## src/rtl/dmem_ctrl.sv

```systemverilog
// Data-memory port controller: in-order store queue for retired stores, load/store
// arbitration onto a single D-memory bus with doubleword hazard blocking, squash-aware load tracking.
module dmem_ctrl #(
    parameter int XLEN     = 32,
    parameter int SQ_DEPTH = 4,
    parameter int TAG_W    = 4,
    parameter int SIZE_W   = 2
) (
    input  logic              clock,
    input  logic              reset,
    input  logic              squash,
    input  logic              st_valid,
    input  logic [XLEN-1:0]   st_addr,
    input  logic [XLEN-1:0]   st_data,
    input  logic [SIZE_W-1:0] st_size,
    output logic              st_ready,
    output logic              sq_empty,
    input  logic              ld_valid,
    input  logic [XLEN-1:0]   ld_addr,
    input  logic [SIZE_W-1:0] ld_size,
    output logic              ld_grant,
    output logic              ld_done,
    output logic [XLEN-1:0]   ld_data,
    output logic [1:0]        proc2Dmem_command,
    output logic [XLEN-1:0]   proc2Dmem_addr,
    output logic [63:0]       proc2Dmem_data,
    output logic [SIZE_W-1:0] proc2Dmem_size,
    input  logic [TAG_W-1:0]  Dmem2proc_response,
    input  logic [63:0]       Dmem2proc_data,
    input  logic [TAG_W-1:0]  Dmem2proc_tag
);

    localparam logic [1:0] BUS_NONE  = 2'd0;
    localparam logic [1:0] BUS_LOAD  = 2'd1;
    localparam logic [1:0] BUS_STORE = 2'd2;

    localparam int PTR_W = $clog2(SQ_DEPTH);
    localparam int CNT_W = PTR_W + 1;

    typedef enum logic [1:0] {
        S_IDLE     = 2'd0,
        S_LD_WAIT  = 2'd1,
        S_LD_DRAIN = 2'd2
    } state_e;

    state_e                state_q, state_d;
    logic [PTR_W-1:0]      head_q, head_d;
    logic [PTR_W-1:0]      tail_q, tail_d;
    logic [CNT_W-1:0]      count_q, count_d;
    logic [TAG_W-1:0]      tag_q, tag_d;
    logic [SQ_DEPTH-1:0]   sq_valid_q, sq_valid_d;
    logic [XLEN-1:0]       sq_addr_q [SQ_DEPTH];
    logic [XLEN-1:0]       sq_data_q [SQ_DEPTH];
    logic [SIZE_W-1:0]     sq_size_q [SQ_DEPTH];

    logic                  sq_full;
    logic                  enq;
    logic                  deq;
    logic                  ld_hazard;
    logic                  accepted;
    logic                  tag_hit;
    logic [1:0]            cmd;
    logic                  unused_data_hi;

    // Loads and stores conflict at doubleword granularity.
    function automatic logic same_dword(input logic [XLEN-1:0] a, input logic [XLEN-1:0] b);
        return a[XLEN-1:3] == b[XLEN-1:3];
    endfunction

    assign unused_data_hi = ^Dmem2proc_data[63:XLEN];

    assign sq_full  = (count_q == CNT_W'(SQ_DEPTH));
    assign st_ready = !sq_full;
    assign sq_empty = (count_q == CNT_W'(0));
    assign enq      = st_valid && st_ready;
    assign accepted = (Dmem2proc_response != TAG_W'(0));
    assign tag_hit  = (tag_q != TAG_W'(0)) && (Dmem2proc_tag == tag_q);

    // Load hazard against every live queue entry and a store enqueuing this cycle.
    always_comb begin
        ld_hazard = enq && same_dword(st_addr, ld_addr);
        for (int i = 0; i < SQ_DEPTH; i++) begin
            ld_hazard = ld_hazard | (sq_valid_q[i] && same_dword(sq_addr_q[i], ld_addr));
        end
    end

    // Bus arbitration: a full queue outranks loads; only one transaction outstanding.
    always_comb begin
        cmd = BUS_NONE;
        if (reset || (state_q != S_IDLE)) begin
            cmd = BUS_NONE;
        end else if (sq_full) begin
            cmd = BUS_STORE;
        end else if (ld_valid && !ld_hazard && !squash) begin
            cmd = BUS_LOAD;
        end else if (count_q != CNT_W'(0)) begin
            cmd = BUS_STORE;
        end else begin
            cmd = BUS_NONE;
        end
    end

    // Bus payload mux.
    always_comb begin
        proc2Dmem_addr = {XLEN{1'b0}};
        proc2Dmem_data = 64'd0;
        proc2Dmem_size = {SIZE_W{1'b0}};
        case (cmd)
            BUS_LOAD: begin
                proc2Dmem_addr = ld_addr;
                proc2Dmem_size = ld_size;
            end
            BUS_STORE: begin
                proc2Dmem_addr = sq_addr_q[head_q];
                proc2Dmem_data = 64'(sq_data_q[head_q]);
                proc2Dmem_size = sq_size_q[head_q];
            end
            default: begin
                proc2Dmem_addr = {XLEN{1'b0}};
                proc2Dmem_data = 64'd0;
                proc2Dmem_size = {SIZE_W{1'b0}};
            end
        endcase
    end

    assign proc2Dmem_command = cmd;
    assign ld_grant = (cmd == BUS_LOAD) && accepted;
    assign deq      = (cmd == BUS_STORE) && accepted;
    assign ld_done  = !reset && (state_q == S_LD_WAIT) && tag_hit && !squash;
    assign ld_data  = ld_done ? Dmem2proc_data[XLEN-1:0] : {XLEN{1'b0}};

    // Load tracking FSM next state; a squash with a same-cycle tag match drops the data.
    always_comb begin
        state_d = state_q;
        tag_d   = tag_q;
        case (state_q)
            S_IDLE: begin
                if (ld_grant) begin
                    state_d = S_LD_WAIT;
                    tag_d   = Dmem2proc_response;
                end else begin
                    state_d = S_IDLE;
                end
            end
            S_LD_WAIT: begin
                if (tag_hit) begin
                    state_d = S_IDLE;
                    tag_d   = TAG_W'(0);
                end else if (squash) begin
                    state_d = S_LD_DRAIN;
                end else begin
                    state_d = S_LD_WAIT;
                end
            end
            S_LD_DRAIN: begin
                if (tag_hit) begin
                    state_d = S_IDLE;
                    tag_d   = TAG_W'(0);
                end else begin
                    state_d = S_LD_DRAIN;
                end
            end
            default: begin
                state_d = S_IDLE;
                tag_d   = TAG_W'(0);
            end
        endcase
    end

    // Store queue pointer, occupancy and valid-bit next state.
    always_comb begin
        head_d     = deq ? head_q + PTR_W'(1) : head_q;
        tail_d     = enq ? tail_q + PTR_W'(1) : tail_q;
        sq_valid_d = sq_valid_q;
        if (deq) begin
            sq_valid_d[head_q] = 1'b0;
        end else begin
            sq_valid_d = sq_valid_d;
        end
        if (enq) begin
            sq_valid_d[tail_q] = 1'b1;
        end else begin
            sq_valid_d = sq_valid_d;
        end
        case ({enq, deq})
            2'b10:   count_d = count_q + CNT_W'(1);
            2'b01:   count_d = count_q - CNT_W'(1);
            default: count_d = count_q;
        endcase
    end

    // State registers and store queue storage.
    always_ff @(posedge clock) begin
        if (reset) begin
            state_q    <= S_IDLE;
            head_q     <= PTR_W'(0);
            tail_q     <= PTR_W'(0);
            count_q    <= CNT_W'(0);
            tag_q      <= TAG_W'(0);
            sq_valid_q <= {SQ_DEPTH{1'b0}};
            for (int i = 0; i < SQ_DEPTH; i++) begin
                sq_addr_q[i] <= {XLEN{1'b0}};
                sq_data_q[i] <= {XLEN{1'b0}};
                sq_size_q[i] <= {SIZE_W{1'b0}};
            end
        end else begin
            state_q    <= state_d;
            head_q     <= head_d;
            tail_q     <= tail_d;
            count_q    <= count_d;
            tag_q      <= tag_d;
            sq_valid_q <= sq_valid_d;
            if (enq) begin
                sq_addr_q[tail_q] <= st_addr;
                sq_data_q[tail_q] <= st_data;
                sq_size_q[tail_q] <= st_size;
            end
        end
    end

endmodule
```

## config.mk

```make
export PLATFORM = sky130hd
export DESIGN_NAME = dmem_ctrl
export DESIGN_NICKNAME = d
export VERILOG_FILES = /design/src/rtl/dmem_ctrl.sv
export SDC_FILE = /design/constraint.sdc
export NUM_CORES = 1
export LEC_CHECK = 0
export BUFFER_PORTS_ARGS = -buffer_cell sky130_fd_sc_hd__buf_2
export CAP_MARGIN = 20
export CORE_MARGIN = 5
export CORE_UTILIZATION = 60
export CTS_CLUSTER_SIZE = 16
export DETAILED_ROUTE_END_ITERATION = 10
export GPL_ROUTABILITY_DRIVEN = 0
export PLACE_DENSITY = 0.86
export SYNTH_ARGS = -nofsm -noshare
export SYNTH_HDL_FRONTEND = slang
export SYNTH_SLANG_ARGS = --single-unit
export TNS_END_PERCENT = 5
```

## constraint.sdc

```tcl
create_clock -name clock -period 9 [get_ports clock]
set_clock_uncertainty 0.05 [all_clocks]
set_input_delay 1.8 -clock clock [delete_from_list [all_inputs] [get_ports clock]]
set_output_delay 1.8 -clock clock [all_outputs]
set_load 0.03 [all_outputs]
```

==> results.cfg <==
[outcome]
status = finished, final reports clean

[pwr]
peakVddDrop_v = 0.000175
power_density_mw_per_mm2 = 220
leakage_nw = 6.92

[finish]
final_common_cell = and2_1
most-common-layout-cells = 328 x and2_1, 264 x edfxtp_1, 248 x buf_2
syn2layout_area_growth_pct = 14.6
final_cell_area_mm2 = 0.0174
fill_cells = 1738
layout.nets = 1563
layout-drive-gt1-share_pct = 27.9

[synth]
synth_top_family_by_area = simple AND/OR/NAND/NOR gates
synth_compound_area_share_pct = 2.55
synthAdderAreaFrac_pct = 1.37
synth_cells = 1173
synth_xor_area_share_pct = 8.82
yosys.area_share.simple_pct = 18.2
yosys_warnings = 0
seq_area_frac_synth_pct = 54.7
syn_area_per_cell_um2 = 12.9
async_flop_share_pct = 0
synth-seq-cells = 283
ys.flop_type = edfxtp_1
synth_edf_count = 264
synthMuxAreaShare_pct = 9.85
yosysUniqueCellTypes = 42
syn_area_mm2 = 0.0152

[timing]
fmax_mhz = 143
fin_setup_tns_ns = 0
setup_viol_count_final = 0
hold_violations = 0
rsz0062_at_grt = no
drv_slew = 0
worst_slew_margin_rel_pct = 28.7
period_share_pct = 77.9
tightest_slew_ns = 1.07
post-route-min-period_ns = 7.02

[worst_setup_path]
r2r_cells = 15
worstPathRequired_ns = 7.15
reg2reg_to = count_q[2]
cp_max_fo = 26
regToRegSetupSlack_ns = 3.87
cp_common_cell = buf_2
path_cells = buf_2 -> xor2_1 -> nor4_1 -> nand4_1 -> or4_1 -> nand3b_1 -> o31a_1 -> ha_2 -> buf_4 -> a22oi_1 -> nor2_1 -> buf_2
cp_slowest_cell = ha_2
path_class = primary input to output pin
arrival_ns = 5.17
endpoint_kind = output pin
worst_r2r_startpoint = sq_addr_q[3][5]
cpPeakStageDelay_ns = 0.57
crit_path_start_kind = primary input

[floorplan]
dieWidth_um = 169
start_util_pct = 60.7
dieHeight_um = 169
core-area_mm2 = 0.0250
io_pins = 313
dieArea_mm2 = 0.0286
num_rows = 58

[cts]
cts_tree = built
cts_resized = 0
cts_inserted_buffers = 28
cts_setup_buffers = 0
clock-sinks = 283
cts_hold_buf = 0
clk_pin_slew_worst_paths_ns = 0.06
clk_latency_ns = 0.54
htreeDepth = 1
clockBufferDepth = 3
cts_root_buffer = clkbuf_16

[grt]
grt_usage_pct = 27.3
grt_use_met3_pct = 5.93
use_met1_pct = 36.1
grt.met2_usage_pct = 45.3
grt_max_degree = 67
busiest_layer = met2
grt_pass1_wl_um = 59800
antenna_found_initial = 12
grt_overflow = 0
first_global_vias = 10100

[route]
totalWireLength_um = 40000
via_per_inst = 5.81
drc = 0
drt_pass1_iterations = 5
wl_per_cell_um = 23.1
vias = 10100
first_iter_violations = 1072
ant_nets = 0

[min_path]
worstHoldEndpoint = count_q[2]
hp-class = flop to flop
holdPathStages = 2
hold_start = count_q[2]

[place]
place_area_mm2 = 0.0165
place_hpwl_um = 26400
io_buffers = 248

[run]
drv_cap = 0
## routing by layer
metal | routed length, um | vias to the layer above
met5 | 55 | -
met4 | 1500 | 10
met3 | 4330 | 93
met2 | 19600 | 539
met1 | 14600 | 4924
li1 | - | 4496
## worst max-delay path: cells and delay by family
kind	cells	cell delay (ns)
AOI/OAI and AO/OA	2	0.35
buffers and inverters	3	0.74
xor gates and xnor gates	1	0.18
adders and majority gates	1	0.57
and+or+nand+nor	5	1.51
## area by class of cell
cell class              instances  area [um2]  share of cell area, %
well taps                     330         413                   2.37
clock buffers                  32         737                   4.23
inverters                      12        45.0                  0.259
diodes                          9        22.5                  0.129
repair buffers                262        1350                   7.74
flip-flops and latches        283        8310                   47.8
clock inverters                20         176                   1.01
multi-input cells             783        6350                   36.5
## cells in the mapped netlist (2+ instances only)
| master | number | share of area (%) |
|---|---|---|
| clkbuf_1 | 54 | 1.3 |
| and2_1 | 328 | 14 |
| a21oi_1 | 5 | 0.16 |
| nor2b_1 | 2 | 0.082 |
| or3_1 | 2 | 0.082 |
| nand3b_1 | 3 | 0.15 |
| inv_1 | 12 | 0.30 |
| a22oi_1 | 42 | 2.1 |
| buf_1 | 4 | 0.099 |
| buf_4 | 32 | 1.6 |
| xnor2_1 | 50 | 2.9 |
| dfxtp_1 | 19 | 2.5 |
| nand3_1 | 5 | 0.16 |
| or2_2 | 3 | 0.12 |
| edfxtp_1 | 264 | 52 |
| buf_2 | 35 | 1.2 |
| xor2_1 | 103 | 5.9 |
| nand4_1 | 15 | 0.62 |
| nor4_1 | 31 | 1.3 |
| mux4_2 | 66 | 9.8 |
| nand2_1 | 7 | 0.17 |
| nor2_1 | 51 | 1.3 |
| nor3_1 | 7 | 0.23 |
| ha_1 | 15 | 1.2 |
## stage by stage
stage / instances / util [%] / setup slack (ns) / total power, mW / hold WS (ns)
2_1_floorplan: 1204 / - / 2.21 / 2.40 / 0.415
3_3_place_gp: 1670 / 65.8 / 2.07 / 2.67 / 0.439
3_5_place_dp: 1670 / 65.8 / 2.07 / 2.70 / 0.462
4_1_cts: 1722 / 69.4 / 2.04 / 3.85 / 0.478
5_1_grt: 1729 / 69.5 / 1.83 / 3.99 / 0.510
6_report: 1731 / 69.5 / 1.98 / 3.83 / 0.471
## how the worst max path moves through the flow
stage | startpoint | to | slack [ns] | depth (start not counted)
finish | ld_addr[13] | proc2Dmem_addr[31] | 1.98 | 12
global route | ld_addr[13] | proc2Dmem_addr[31] | 1.83 | 12
CTS | ld_addr[13] | proc2Dmem_addr[31] | 2.04 | 12
detailed placement | ld_addr[13] | proc2Dmem_addr[31] | 2.07 | 12
global placement | ld_addr[13] | proc2Dmem_addr[31] | 2.07 | 12
floorplan | ld_addr[16] | proc2Dmem_addr[0] | 2.21 | 12
## where the power goes
part,internal [mW],leakage [nW],switching (mW)
clock,0.672,0.447,0.487
combinational,0.396,3.58,0.586
sequential,1.59,2.90,0.105
## registers in the layout, indices dropped and copies added, names as in the netlist, named ones only
signal	flops
sq_valid_q	4
sq_addr_q	128
head_q	2
tail_q	2
sq_data_q	128
sq_size_q	8
state_q	2
count_q	3
tag_q	4
## kinds of logic after synthesis
logic type      count (synthesis)
simple gates                  462
flops                         283
compound gates                 53
buf+inv                       138
other cells                     1
fa+ha+maj                      16
mux                            67
xor+xnor                      153
(Power assumes the default switching activity.)
